**config.mk**
```make
export PLATFORM = sky130hd
export DESIGN_NAME = insn_queue
export DESIGN_NICKNAME = d
export VERILOG_FILES = /design/src/rtl/pipTypes.sv /design/src/rtl/insn_queue.sv
export SDC_FILE = /design/constraint.sdc
export NUM_CORES = 1
export LEC_CHECK = 0
export ABC_AREA = 1
export CAP_MARGIN = 5
export CORE_ASPECT_RATIO = 0.8
export CORE_MARGIN = 5
export CORE_UTILIZATION = 30
export DETAILED_ROUTE_END_ITERATION = 8
export DONT_BUFFER_PORTS = 1
export SKIP_CTS_REPAIR_TIMING = 1
export SYNTH_ARGS = -nofsm -noshare
export SYNTH_HDL_FRONTEND = slang
export SYNTH_SLANG_ARGS = --single-unit
export TNS_END_PERCENT = 1
```
**constraint.sdc**
```tcl
create_clock -name clock -period 8.9 [get_ports clock]
set_input_delay 1.335 -clock clock [delete_from_list [all_inputs] [get_ports clock]]
set_output_delay 1.335 -clock clock [all_outputs]
set_load 0.03 [all_outputs]
```
**src/rtl/pipTypes.sv**
```systemverilog
// Pipeline-wide types and sizing shared by decode and the instruction queue.
// Any block that must agree on queue depth takes its default from here.
package pipTypes;

  localparam int IQ_DEPTHLOG2_DEFAULT = 3;

  typedef struct packed {
    logic [6:0]  opcode;
    logic [4:0]  rd;
    logic [4:0]  rs1;
    logic [4:0]  rs2;
    logic [11:0] imm;
  } dec_inst_t;

  typedef struct packed {
    logic [15:0] pc;
    dec_inst_t   inst;
  } iq_entry_t;

endpackage

```
**src/rtl/insn_queue.sv**
```systemverilog
// Dual-push, up-to-4-pop circular instruction queue; head window is read combinationally,
// pushes become visible one cycle later; decode stalls on full (fewer than 2 free slots).
module insn_queue
  import pipTypes::*;
#(
  parameter int IQ_DEPTHLOG2 = IQ_DEPTHLOG2_DEFAULT
) (
  input  logic        clock,
  input  logic        reset_n,
  input  logic        ins_valid [2],
  input  iq_entry_t   ins_data  [2],
  output logic        full,
  input  logic        ext_enable,
  input  logic [1:0]  ext_consumed,
  output logic        ext_valid [4],
  output iq_entry_t   insns     [4],
  output logic        empty,
  input  logic        branch_flush
);

  localparam int DEPTH = 1 << IQ_DEPTHLOG2;
  localparam int PW    = IQ_DEPTHLOG2;
  localparam int CW    = IQ_DEPTHLOG2 + 1;

  iq_entry_t       storage [DEPTH];
  logic [PW-1:0]   rd_ptr;
  logic [PW-1:0]   wr_ptr;
  logic [CW-1:0]   count;

  logic [1:0]      n_wr;
  logic [CW-1:0]   n_rd;
  logic [CW:0]     req;

  always_comb begin
    for (int i = 0; i < 4; i++) begin
      insns[i]     = storage[rd_ptr + PW'(i)];
      ext_valid[i] = (count > CW'(i));
    end
    empty = (count == '0);
    full  = (count > CW'(DEPTH - 2));
  end

  // A full queue rejects the whole push pair; lane 1 alone is never a valid push.
  always_comb begin
    n_wr = 2'd0;
    if (!full && ins_valid[0]) begin
      n_wr = ins_valid[1] ? 2'd2 : 2'd1;
    end
  end

  // Over-requested pops saturate to what is actually held.
  always_comb begin
    req  = (CW+1)'(ext_consumed) + (CW+1)'(1);
    n_rd = '0;
    if (ext_enable) begin
      if (req > {1'b0, count}) begin
        n_rd = count;
      end else begin
        n_rd = req[CW-1:0];
      end
    end
  end

  always_ff @(posedge clock) begin
    if (!branch_flush && n_wr != 2'd0) begin
      storage[wr_ptr] <= ins_data[0];
      if (n_wr == 2'd2) begin
        storage[wr_ptr + PW'(1)] <= ins_data[1];
      end
    end
  end

  always_ff @(posedge clock or negedge reset_n) begin
    if (!reset_n) begin
      rd_ptr <= '0;
      wr_ptr <= '0;
      count  <= '0;
    end else if (branch_flush) begin
      rd_ptr <= '0;
      wr_ptr <= '0;
      count  <= '0;
    end else begin
      rd_ptr <= rd_ptr + PW'(n_rd);
      wr_ptr <= wr_ptr + PW'(n_wr);
      count  <= count + CW'(n_wr) - n_rd;
    end
  end

endmodule

```
==> results.toml <==
[synth]
ys_warn_count = 0
ys_async_sr_fraction_pct = 2.439
synth_common_cells = "1222 x nand2_1, 562 x o21ai_0, 422 x o21ai_1, 400 x edfxtp_1, 284 x inv_1"
ys.flop_type = "edfxtp_1"
syn-num-nets = 3862
ys_seq_elements = 410
synth_top_family_by_area = "simple AND/OR/NAND/NOR gates"
synth_seq_area_share_pct = 44.13
syn_inst = 3736
synthDistinctLibCells = 29
syn-cell-area_sq_mm = 0.02778
synthTopCellsByArea = "edfxtp_1 43%, nand2_1 17%, o21ai_0 10%"
yosysTopAreaCell = "edfxtp_1"
synth_compound_area_share_pct = 21.91
synth_top_area_share_pct = 43.23
synth.area.mux_share_pct = 0
synth_edf_count = 400
synth_simple_gate_area_share_pct = 22.18
synth.most_common_cell = "nand2_1"
avgSynthCellArea_sq_um = 7.437
synth_fa_ha_area_share_pct = 0.9187
synthXorXnorAreaFrac_pct = 0.1891

[worst_setup_path]
startpoint = "rd_ptr[0]"
crit_arrival_ns = 4.30
cp-start-kind = "flip-flop"
crit_type = "reg -> out"
required_ns = 7.57
reg2reg_depth = 9
cp-endpoint = "insns[24]"
r2r_setup_slack_ns = 5.32
r2r_start = "wr_ptr[0]"
worstPathMaxFanout = 266
r2r-end = "storage[5][25]"
critPathCaptureType = "primary output"

[floorplan]
ios = 314
start_util_pct = 30.35
core_area_sq_mm = 0.09154
rows = 99
chipHeight_um = 282.2
die_x_um = 350.2
die_area_sq_mm = 0.09883

[sta]
setup_tns_ns = 0
hold_violations = 0
fmax_ghz = 0.1773
tightest_slew_ns = 1.052
max_slew_margin_pct = 29.86
finalCritPeriodShare_pct = 63.37
setup-violations-final = 0
fin_skew_ns = 0.01624
period_needed_ns = 5.640
rsz0062_at_grt = "no"
maxSlewViolCount = 0

[layout]
drive_gt1_share_pct = 4.754
final_util_pct = 32.26
area_delta_synth_final_pct = 6.278
fin_nets = 3622

[drt]
drt-wirelength-per-cell_um = 20.84
drc_errors = 0
drt_iter0_markers = 2850
wl_um = 98940
via_per_inst = 5.231
drtAntennaViolNets = 0
drt-pass1-iter-count = 6
vias = 24840

[power_and_ir_drop]
p_clk_share_pct = 16.0
power_switching_mw = 7.397
max-vdd-ir-drop_v = 0.0004040
p_seq_share_pct = 18.9
p_sw_share_pct = 59.50
intPower_mw = 5.036
power.density_mw_per_mm2 = 421.1
power_frac_comb_pct = 65.1
p_leak_nw = 11.41

[grt]
grt_pass1_vias = 22610
grt_max_degree = 267
grt_pass1_wl_um = 145500
track_usage_pct = 19.35
antenna_found_initial = 5
gr-total-overflow = 0

[clocking]
clockBufferDepth = 3
cts_htree_levels = 2
cts_buffers = 49
clock_tree.root_cell = "clkbuf_16"
clk_pin_slew_worst_paths_ns = 0.06
numClockSinks = 410
clock_latency_ns = 0.59
cts_tree = "yes"

[placed_design]
gp_congestion = 0.8282
io_buffers = 0
hpwl_um = 62340

[run]
maxCapViolCount = 0

[worst_hold_path]
hold_path.class = "in -> async"

[outcome]
outcome = "finished, final reports clean"
## through the flow
stage | instance area (sq um) | setup slack, ns | total power [mW] | std cells | hold WS (ns)
detailed placement | 28000 | 4.011 | 10.44 | 4657 | 0.5647
floorplan | 27780 | 2.762 | 8.658 | 3736 | 0.5109
CTS | 29520 | 3.355 | 12.43 | 4746 | 0.3887
global placement | 28000 | 4.081 | 10.34 | 4657 | 0.5599
finish | 29530 | 3.260 | 12.43 | 4748 | 0.4327
global route | 29520 | 2.965 | 13.12 | 4746 | 0.4023
## area by class of cell
type                            instances  area [sq um]
Multi-Input combinational cell       2703         12770
Inverter                              288          1089
Timing Repair Buffer                   44         355.3
Antenna cell                            2         5.005
Fill cell                            9515         62010
Tap cell                             1212          1516
Sequential cell                       410         12270
Clock buffer                           56          1252
Clock inverter                         33         274.0
## layout by cell type (no fill, tap or decap), types with 8 or more instances in the layout
cell	n
ha_1	13
o31ai_4	8
nand4_1	101
o22a_1	100
nand2_1	1222
edfxtp_1	400
inv_1	282
o21ai_2	20
o21ai_0	562
nor2_1	218
clkbuf_16	49
nand2_4	9
o21ai_1	422
clkinv_1	11
clkinv_2	11
buf_4	42
dfrtp_1	9
## logic make-up (layout without fill, tap and decap cells)
logic type                 after synthesis  after routing
adders and majority gates               18             18
and+or+nand+nor                       1560           1560
DFF                                    410            410
other                                    0              2
AOI/OAI and AO/OA                     1119           1119
buffers and inverters                  623            421
xor gates and xnor gates                 6              6
## critical path, cell delays in order, from the launching register on
cell	delay [ns]
dfrtp_4	0.80
buf_4	0.48
buf_4	0.50
buf_12	0.61
o21ai_0	0.47
nor2_1	0.18
o22a_1	0.34
## how the worst min path moves through the flow
stage                            to  slack [ns]  cells after the start
after global routing       count[3]        0.40                      0
after detailed placement  wr_ptr[2]        0.56                      1
after CTS                  count[3]        0.39                      0
after global placement    wr_ptr[2]        0.56                      1
final                      count[3]        0.43                      0
after floorplan           wr_ptr[2]        0.51                      1
## power groups by stage
| stage | combinational (mW) | clock (mW) | sequential [mW] |
|---|---|---|---|
| 5_1_grt | 8.65 | 2.10 | 2.37 |
| 4_1_cts | 8.05 | 2.03 | 2.35 |
| 3_5_place_dp | 8.04 | 0 | 2.39 |
| 6_report | 8.10 | 1.98 | 2.35 |
| 2_1_floorplan | 6.32 | 0 | 2.34 |
| 3_3_place_gp | 7.95 | 0 | 2.39 |
## metal layers
| layer | routed length (um) | share of wire (%) | up-vias | global-route usage, % |
|---|---|---|---|---|
| met5 | 11 | 0.011 | - | 0 |
| met4 | 2712 | 2.7 | 2 | 5.380 |
| met3 | 10460 | 11 | 178 | 5.151 |
| met2 | 43250 | 44 | 1097 | 30.40 |
| met1 | 42500 | 43 | 11490 | 26.47 |
| li1 | - | - | 12070 | - |
## flip-flops by register name, indices dropped and copies added, names as in the netlist
signal,flops
count,4
rd_ptr,3
storage,400
wr_ptr,3
No activity file was read; power rests on OpenSTA's default activity.
